==> config.mk <==
export PLATFORM = sky130hd
export DESIGN_NAME = piso_serializer
export DESIGN_NICKNAME = d
export VERILOG_FILES = /design/src/rtl/piso_serializer.sv
export SDC_FILE = /design/constraint.sdc
export NUM_CORES = 1
export LEC_CHECK = 0
export CORE_MARGIN = 4
export CORE_UTILIZATION = 38
export DETAILED_ROUTE_END_ITERATION = 12
export PLACE_DENSITY = 0.66
export SETUP_SLACK_MARGIN = 0.3
export SYNTH_ARGS = -nofsm -noshare
export SYNTH_HDL_FRONTEND = slang
export SYNTH_SLANG_ARGS = --single-unit
==> constraint.sdc <==
create_clock -name Clock -period 1.4 [get_ports Clock]
set_input_delay 0.21 -clock Clock [delete_from_list [all_inputs] [get_ports Clock]]
set_output_delay 0.21 -clock Clock [all_outputs]
set_load 0.01 [all_outputs]
==> src/rtl/piso_serializer.sv <==
// rtl/piso_serializer.sv - parallel-in/serial-out word serializer with valid/ready load handshake
// Optional build macro PARITY_EN appends an even-parity bit after each word.
module piso_serializer #(
    parameter int WIDTH     = 6,
    parameter int MSB_FIRST = 1
) (
    input  logic             Clock,
    input  logic             Reset,
    input  logic             Load_valid,
    output logic             Load_ready,
    input  logic [WIDTH-1:0] Din,
    output logic             Dout,
    output logic             Dout_valid,
    output logic             Busy,
    output logic             Done
);

    localparam int CW = $clog2(WIDTH);
    localparam logic [CW-1:0] LAST = CW'(WIDTH - 1);

`ifdef PARITY_EN
    typedef enum logic [1:0] {IDLE, SHIFT, PAR} state_t;
    logic par_bit;
`else
    typedef enum logic {IDLE, SHIFT} state_t;
`endif

    state_t           state;
    state_t           state_nxt;
    logic [WIDTH-1:0] sreg;
    logic [CW-1:0]    cnt;
    logic             accept;
    logic             last_bit;
    logic             final_cycle;
    logic             head_bit;

    // The bit on the line is always the head of the shift register, so Dout comes straight from flops.
    always_comb begin
        head_bit    = (MSB_FIRST != 0) ? sreg[WIDTH-1] : sreg[0];
        last_bit    = (state == SHIFT) && (cnt == LAST);
`ifdef PARITY_EN
        final_cycle = (state == PAR);
`else
        final_cycle = last_bit;
`endif
        Load_ready  = (state == IDLE) || final_cycle;
        accept      = Load_valid && Load_ready;
        Busy        = (state != IDLE);
        Dout_valid  = Busy;
        Done        = final_cycle;
        Dout        = 1'b0;
        if (state == SHIFT) begin
            Dout = head_bit;
        end
`ifdef PARITY_EN
        else if (state == PAR) begin
            Dout = par_bit;
        end
`endif
    end

    always_comb begin
        state_nxt = state;
        case (state)
            IDLE: begin
                if (accept) begin
                    state_nxt = SHIFT;
                end
            end
            SHIFT: begin
                if (last_bit) begin
`ifdef PARITY_EN
                    state_nxt = PAR;
`else
                    state_nxt = accept ? SHIFT : IDLE;
`endif
                end
            end
`ifdef PARITY_EN
            PAR: begin
                state_nxt = accept ? SHIFT : IDLE;
            end
`endif
            default: begin
                state_nxt = IDLE;
            end
        endcase
    end

    always_ff @(posedge Clock) begin
        if (Reset) begin
            state <= IDLE;
        end else begin
            state <= state_nxt;
        end
    end

    // A load in the final cycle reloads the register directly, giving a gapless stream.
    always_ff @(posedge Clock) begin
        if (Reset) begin
            sreg <= '0;
            cnt  <= '0;
        end else if (accept) begin
            sreg <= Din;
            cnt  <= '0;
        end else if (state == SHIFT) begin
            sreg <= (MSB_FIRST != 0) ? {sreg[WIDTH-2:0], 1'b0} : {1'b0, sreg[WIDTH-1:1]};
            cnt  <= (cnt == LAST) ? '0 : cnt + 1'b1;
        end
    end

`ifdef PARITY_EN
    always_ff @(posedge Clock) begin
        if (Reset) begin
            par_bit <= 1'b0;
        end else if (accept) begin
            par_bit <= ^Din;
        end
    end
`endif

endmodule

==> impl_metrics.tcl, run 1 <==
set metrics [dict create \
    status "completed" \
    async_reset_ff_frac 0 \
    synthFlopType "dfxtp_1" \
    ir_drop_uv 465.9 \
    r2r_cells 7 \
    wl_per_cell_microns 12.18 \
    holdPathStages 2 \
    clk_pin_slew_ns 0.07 \
    clock_latency_ns 0.26 \
    hold_path_end "sreg[5]" \
    root_buffer "clkbuf_4" \
    synth.avg_cell_area_sq_um 8.184 \
    cts-buffers-inserted 3 \
    synthesis.area_sq_um 605.6 \
    synth-warning-count 0 \
    slew_viol_final 0 \
    cts_tree "yes" \
    syn_nets 83 \
    place_congestion 0.7329 \
    synth_area_leaders "dfxtp_1, mux2i_1, nand2b_1" \
    first_iter_violations 3 \
    seq_area_frac_synth 0.3306 \
    final_nets 114 \
    rsz0062_at_grt "yes" \
    grt_pass1_wl_microns 2332 \
    cts.sinks 10 \
    postPlaceCellArea_sq_um 797.0 \
    leakage_nw 0.4397 \
    clock_path_buffers 2 \
    grtUsageTotal 0.1445 \
    routed_via_density 5.126 \
    drt_first_pass_iters 3 \
    post-place-ws_ns -0.08102 \
    die_w_microns 47.92 \
    worstSetupPathType "reg2out" \
    cts_hold_buffers 0 \
    grt_max_degree 11 \
    cp_max_fo 3 \
    syn_inst 74 \
    synthTopCellsByCount "dfxtp_1, nor2_1, a21oi_1, mux2i_1, nand2b_1" \
    worstMarginPinSlew_ns 0.4525 \
    cap_violations 0 \
    drt-total-wl_microns 1449 \
    synth_cell_types 24 \
    finalSetupViolCount 0 \
    synth_top_cell_by_area "dfxtp_1" \
    hold_path_class "reg2reg" \
    antenna_left 0 \
    arrival_ns 1.03 \
    cp.required_ns 1.19 \
    final_layout_size_suffix_gt1_frac 0.3592 \
    fmax_mhz 804.3 \
    start_util 0.4020 \
    coreArea_sq_um 1506 \
    final_core_util 0.6412 \
    io_pins 14 \
    yosysTopAreaCellShare 0.3306 \
    rrSetupSlack_ns 0.17 \
    hpwl_microns 966.2 \
    hold_viol 0 \
    portBuffers 13 \
    area_growth_pct 59.50 \
    skew_ns 0.007252 \
    gr-total-overflow 0 \
    stdcell_area_sq_um 965.9 \
    synth-edff-count 0 \
    rows 14 \
    vias 610 \
    ys_ff_latch 10 \
    dieArea_sq_um 2296 \
    die_y_microns 47.92 \
    r2r_end "Busy" \
    drc 0 \
    grt_antenna_before_repair 0 \
    power.density_nw_per_um2 769.8 \
    htreeDepth 1 \
    period_minus_slack_ns 1.243 \
    start_kind "register" \
    antenna_cells 0 \
    relSlewSlack 0.6974 \
    fin_crit_sh 0.8881 \
    r2r_start "cnt[1]" \
    grt_pass1_vias 588 \
    hp-start "sreg[4]" \
    cp-end-kind "output port" \
    fin_ws_ns 0.1567 \
]
-- logic make-up (layout without fill, tap and decap cells) --
| logic type | Yosys count | in the layout | synth area share |
|---|---|---|---|
| flip-flops | 10 | 10 | 0.3306 |
| buffers and inverters | 8 | 37 | 0.07849 |
| AND/OR/NAND/NOR | 36 | 36 | 0.3285 |
| AO/OA/AOI/OAI | 13 | 13 | 0.1467 |
| multiplexers | 7 | 7 | 0.1157 |
-- placed cells by master, fill, tap and decap left out --
cell type        instances
buf_4                   11
nor2_1                  10
dfxtp_1                  8
nand2b_1                 7
mux2i_1                  7
clkdlybuf4s50_1          7
buf_6                    7
a21oi_1                  6
or2b_1                   4
nor4_1                   4
nand2_1                  3
clkbuf_4                 3
nand3b_1                 2
inv_2                    2
a311oi_1                 2
or2_1                    2
or2_2                    2
buf_2                    2
dfxtp_4                  1
and2_4                   1
o22a_1                   1
nor3_4                   1
o21ai_0                  1
o21a_1                   1
a2111oi_4                1
a21oi_2                  1
bufbuf_16                1
dfxtp_2                  1
dlygate4sd2_1            1
clkbuf_2                 1
buf_8                    1
buf_12                   1
-- worst max-delay path: stages, from the launching register on --
cell      delay (ns)
dfxtp_2         0.32
nand3b_1        0.19
nand2_1         0.12
buf_2           0.13
-- routing by layer --
metal | part of all wire | routed length [microns] | track usage | vias up
li1 | - | - | - | 317
met1 | 0.40 | 576 | 0.1552 | 280
met2 | 0.55 | 797 | 0.2718 | 9
met3 | 0.041 | 59 | 0.02256 | 4
met4 | 0.010 | 15 | 0.06452 | 0
met5 | 0 | 0 | 0 | -
-- flip-flops by register name (all words and copies together), names as in the netlist --
name  count
Busy      1
sreg      6
cnt       3
-- stage by stage --
step / setup TNS, ns / hold WS [ns] / total power [W] / instances
2_1_floorplan: 0 / 0.4471 / 0.0004321 / 74
3_3_place_gp: -0.2111 / 0.4989 / 0.0005041 / 106
3_5_place_dp: -0.2539 / 0.4977 / 0.0005082 / 106
4_1_cts: 0 / 0.5181 / 0.0007430 / 118
5_1_grt: 0 / 0.5376 / 0.0007886 / 119
6_report: 0 / 0.5121 / 0.0007436 / 119
-- report_power, final --
part | internal, W | switching [W] | total, W
combinational | 0.000140 | 0.0000903 | 0.000231
sequential | 0.000307 | 0.0000150 | 0.000322
clock | 0.0000989 | 0.0000920 | 0.000191
total | 0.000546 | 0.000197 | 0.000744
-- layout make-up --
type                            count  area (sq um)
Fill cell                         128         540.5
Multi-Input combinational cell     56         387.9
Inverter                            2         7.507
Clock buffer                        3         22.52
Sequential cell                    10         205.2
Tap cell                           16         20.02
Timing Repair Buffer               32         322.8
-- what timing repair did --
action	in CTS	in global routing
gates cloned	1	0
gates resized for setup	32	5
setup buffers	8	1
endpoints found under the setup margin	11	12
pin swaps	10	4
-- how the worst max path moves through the flow --
stage	from	endpoint	slack [ns]	cells past startpoint
2_1_floorplan	Busy	Dout	0.32	3
3_3_place_gp	Load_valid	sreg[2]	-0.06	5
3_5_place_dp	Load_valid	sreg[2]	-0.08	5
4_1_cts	cnt[1]	Done	0.15	3
5_1_grt	cnt[1]	Load_ready	0.10	3
6_report	cnt[1]	Load_ready	0.16	3
No activity file was read; power rests on OpenSTA's default activity.
==> inputs of run 2 (changes only) <==
--- a/config.mk
+++ b/config.mk
@@ -8,7 +8,6 @@
 export CORE_MARGIN = 4
 export CORE_UTILIZATION = 38
 export DETAILED_ROUTE_END_ITERATION = 12
-export PLACE_DENSITY = 0.66
 export SETUP_SLACK_MARGIN = 0.3
 export SYNTH_ARGS = -nofsm -noshare
 export SYNTH_HDL_FRONTEND = slang
==> run 2 against run 1 <==
Against the previous run: non-clock buffer count is 1 higher; via count shrank 0.49%; combinational power shrank 8.7%; sequential power barely moved; highest routed layer unchanged; setup slack worse by 0.023 ns; worst hold slack worse by 0.0042 ns; critical endpoint is now Done; wire length rose by 0.41%.
==> impl_metrics.tcl, run 2 (synthesis gave the netlist of run 1 again) <==
set metrics [dict create \
    status "completed" \
    ir_drop_uv 633.7 \
    cts.sinks 10 \
    grt_max_degree 11 \
    critPathMaxStageDelay_ns 0.32 \
    holdPathStages 2 \
    die_y_microns 47.92 \
    hp-start "sreg[4]" \
    drt_first_pass_iters 4 \
    cap_violations 0 \
    area_growth_pct 53.10 \
    dieArea_sq_um 2296 \
    start_kind "register" \
    wl_per_cell_microns 12.13 \
    final_layout_size_suffix_gt1_frac 0.3365 \
    portBuffers 13 \
    finalSetupViolCount 0 \
    cts_hold_buffers 0 \
    crit_cells 3 \
    start_util 0.4020 \
    arrival_ns 1.06 \
    largest_reg_flops 6 \
    fmax_mhz 789.6 \
    place_congestion 0.7459 \
    cp_max_fo 4 \
    period_minus_slack_ns 1.266 \
    slew_viol_final 0 \
    power.density_nw_per_um2 781.7 \
    grt_pass1_vias 595 \
    clk_pin_slew_ns 0.06 \
    postPlaceCellArea_sq_um 799.5 \
    cp.buffers_inverters 1 \
    clock_path_buffers 2 \
    hpwl_microns 1062 \
    stdcell_area_sq_um 927.1 \
    htreeDepth 1 \
    antenna_cells 0 \
    pwr-share-seq 0.443 \
    rsz0062_at_grt "yes" \
    worstMarginPinSlew_ns 0.4486 \
    cts_tree "yes" \
    worstSetupPathType "reg2out" \
    gr-total-overflow 0 \
    p_sw_w 0.0001947 \
    vias 607 \
    grt_antenna_before_repair 0 \
    io_pins 14 \
    grt_pass1_wl_microns 2304 \
    cts-buffers-inserted 3 \
    slowest_stage "dfxtp_2" \
    cp_top_family "simple AND/OR/NAND/NOR gates" \
    regMostFlops "sreg" \
    cp-end-kind "output port" \
    root_buffer "clkbuf_4" \
    setup_tns_ns 0 \
    hold_viol 0 \
    final_cell_mix "buf_4, nor2_1, dfxtp_1, clkdlybuf4s50_1, buf_6" \
    clkPwrFrac 0.265 \
    clock_latency_ns 0.26 \
    coreArea_sq_um 1506 \
    routed_via_density 5.058 \
    grtUsageTotal 0.1494 \
    rows 14 \
    startpoint "cnt[1]" \
    switching_share 0.2686 \
    combPwrFrac 0.292 \
    cp.required_ns 1.19 \
    hold_path_class "reg2reg" \
    die_w_microns 47.92 \
    r2r_cells 5 \
    p_int_w 0.0005300 \
    crit_chain "nand3b_1 > nor2_1 > buf_2" \
    antenna_left 0 \
    skew_ns 0.0004406 \
    leakage_nw 0.4219 \
    drc 0 \
    relSlewSlack 0.7000 \
    final_nets 115 \
    final_common_cell "buf_4" \
    drt-total-wl_microns 1455 \
    first_iter_violations 3 \
    r2r_start "cnt[1]" \
    fin_crit_sh 0.9046 \
    rrSetupSlack_ns 0.17 \
]
==> run 2: path summary, 6_finish.rpt <==
path | end
setup / recovery | Done
setup reg to reg | sreg[3]
hold / removal | sreg[5]
hold reg to reg | sreg[5]
==> run 2: layout make-up <==
type                       instances  area (sq um)
timing repair buffer              33         290.3
fill                             142         579.3
multi-input combinational         56         381.6
sequential                        10         205.2
tap                               16         20.02
inverter                           2         7.507
clock buffer                       3         22.52
==> run 2: stage by stage <==
stage                     hold WS (ns)  setup WS [ns]   power, W    util  instances
after floorplan                 0.4471         0.3238  0.0004321       -         74
after global placement          0.4993       -0.04343  0.0005043  0.5307        108
after detailed placement        0.4990       -0.08071  0.0005082  0.5307        108
after CTS                       0.5155         0.1142  0.0007280  0.5972        119
after global routing            0.5743        0.04782  0.0007808  0.6154        120
final                           0.5079         0.1336  0.0007247  0.6154        120
==> run 2: timing repair <==
| item | CTS | global route |
|---|---|---|
| cloned | 0 | 0 |
| endpoints found under the setup margin | 10 | 12 |
| pin swaps | 7 | 4 |
| resized for setup | 29 | 4 |
| buffers inserted | 8 | 1 |
==> run 2: power by group through the flow <==
| stage | sequential, W | combinational, W | clock [W] |
|---|---|---|---|
| 4_1_cts | 0.000321 | 0.000202 | 0.000205 |
| 3_5_place_dp | 0.000329 | 0.000180 | 0 |
| 3_3_place_gp | 0.000328 | 0.000177 | 0 |
| 2_1_floorplan | 0.000328 | 0.000105 | 0 |
| 6_report | 0.000321 | 0.000211 | 0.000192 |
| 5_1_grt | 0.000324 | 0.000233 | 0.000224 |
==> run 2: routing by layer <==
layer / GRT usage / routed length (microns)
met4: 0.06452 / 15
met5: 0 / 0
met2: 0.2955 / 786
met3: 0.04511 / 58
met1: 0.1362 / 594
==> run 2: worst min-delay path, cell delays in order (launching register included) <==
cell	delay, ns
dfxtp_1	0.31
nor2_1	0.10
nor4_1	0.05
==> inputs of run 3 (changes only) <==
--- a/config.mk
+++ b/config.mk
@@ -8,6 +8,7 @@
 export CORE_MARGIN = 4
 export CORE_UTILIZATION = 38
 export DETAILED_ROUTE_END_ITERATION = 12
+export PLACE_DENSITY_LB_ADDON = 0.3
 export SETUP_SLACK_MARGIN = 0.3
 export SYNTH_ARGS = -nofsm -noshare
 export SYNTH_HDL_FRONTEND = slang
==> run 3 against run 2 <==
Against the previous run: die area unchanged; largest power group unchanged; combinational power decreased by 14%; setup slack got worse by 0.011 ns; total power increased by 5.9%; final cell count decreased by 8.3%; non-clock buffer count decreased by 11; sequential share of layout area increased by 2.4 points; utilization decreased by 6.1 points; wire length decreased by 1.6%; via count decreased by 4.9%.
==> impl_metrics.tcl, run 3 (synthesis gave the netlist of run 1 again) <==
set metrics [dict create \
    status "completed" \
    regMostFlops "sreg" \
    portBuffers 13 \
    hold_viol 0 \
    place_congestion 0.7356 \
    cp-end-kind "output port" \
    grt_pass1_vias 519 \
    antenna_left 0 \
    cts_tree "yes" \
    highest_layer "met4" \
    drt-total-wl_microns 1432 \
    area_growth_pct 38.02 \
    dieArea_sq_um 2296 \
    antenna_cells 0 \
    grt_pass1_wl_microns 2228 \
    final_common_cell "nor2_1" \
    final_nets 104 \
    drt_first_pass_iters 4 \
    coreArea_sq_um 1506 \
    slew_viol_final 0 \
    die_y_microns 47.92 \
    largest_reg_flops 6 \
    hold_path_class "reg2reg" \
    met2_length_microns 729 \
    final_layout_size_suffix_gt1_frac 0.2553 \
    period_minus_slack_ns 1.277 \
    vias 577 \
    wl_met1_microns 626 \
    final_core_util 0.5548 \
    cts-buffers-inserted 3 \
    rows 14 \
    relSlewSlack 0.7209 \
    leakage_nw 0.3808 \
    grtUsageTotal 0.1361 \
    fill_cells 144 \
    setup_tns_ns 0 \
    hpwl_microns 959 \
    wl_per_cell_microns 13.02 \
    cp_max_fo 3 \
    rsz0062_at_grt "yes" \
    clock_path_buffers 2 \
    finalSetupViolCount 0 \
    rrSetupSlack_ns 0.21 \
    worstSetupPathType "reg2out" \
    worstMarginPinSlew_ns 0.4173 \
    first_iter_violations 7 \
    start_util 0.4020 \
    io_pins 14 \
    cts_hold_buffers 0 \
    cp.required_ns 1.19 \
    fmax_mhz 782.9 \
    clk_pin_slew_ns 0.07 \
    power.density_nw_per_um2 918.2 \
    ir_drop_uv 498.5 \
    start_kind "register" \
    fin_crit_sh 0.9124 \
    arrival_ns 1.07 \
    cts.sinks 10 \
    die_w_microns 47.92 \
    grt_max_degree 11 \
    grt_antenna_before_repair 0 \
    root_buffer "clkbuf_4" \
    clock_latency_ns 0.27 \
    htreeDepth 1 \
    cap_violations 0 \
    gr-total-overflow 0 \
    routed_via_density 5.245 \
    drc 0 \
    wl_met3_microns 54 \
    skew_ns 0.008691 \
    final_cell_mix "nor2_1, dfxtp_1" \
]
==> run 3: cell count changes in the layout (fill, tap and decap cells not counted), sizes merged <==
cell and delta:
bufbuf +1, clkbuf +1, clkdlybuf4s50 -1, buf -12, dlygate4sd2 +1
==> run 3: worst paths after layout <==
| path | startpoint | end | cells after the start |
|---|---|---|---|
| max | cnt[1] | Done | 3 |
| max reg2reg | cnt[1] | sreg[3] | 4 |
| min reg2reg | sreg[3] | sreg[4] | 2 |
| min | sreg[3] | sreg[4] | 2 |
==> run 3: report_power, final <==
group | switching [W] | internal [W]
clock network | 0.000107 | 0.000158
logic | 0.0000772 | 0.000104
registers | 0.0000138 | 0.000307
==> run 3: layout make-up <==
class	instances	area, sq um	area share
Clock buffer	4	36.28	0.04341
Inverter	2	7.507	0.008982
Multi-Input combinational cell	56	357.8	0.4281
Sequential cell	10	205.2	0.2455
Tap cell	16	20.02	0.02395
Timing Repair Buffer	22	209.0	0.2500
==> run 3: metrics by stage <==
stage / cells / area (sq um) / worst slack [ns] / power [W] / hold slack [ns]
4_1_cts: 110 / 848.3 / 0.1051 / 0.0007795 / 0.5086
2_1_floorplan: 74 / 609.3 / 0.3238 / 0.0004321 / 0.4471
6_report: 110 / 835.8 / 0.1226 / 0.0007675 / 0.5078
5_1_grt: 110 / 835.8 / 0.08290 / 0.0008095 / 0.5494
3_3_place_gp: 104 / 782.0 / -0.04900 / 0.0004994 / 0.5043
3_5_place_dp: 104 / 782.0 / -0.08907 / 0.0005027 / 0.4938
==> run 3: what timing repair did <==
item | in CTS | in global routing
setup buffers | 1 | 0
resized for setup | 21 | 2
cloned | 1 | 0
endpoints found under the setup margin | 11 | 11
hold endpoints to repair | 0 | 0
pin swaps | 4 | 3
==> run 3: metal layers <==
metal  global-route usage  up-vias
li1                     -      298
met1               0.1659      267
met2               0.2375        9
met3              0.02256        3
met4              0.04839        0
met5                    0        -
==> run 3: worst max-delay path, stage by stage, from the launching register on <==
cell and delay [ns]:
dfxtp_2 0.32, nand3b_1 0.20, nor2_1 0.13, buf_2 0.14
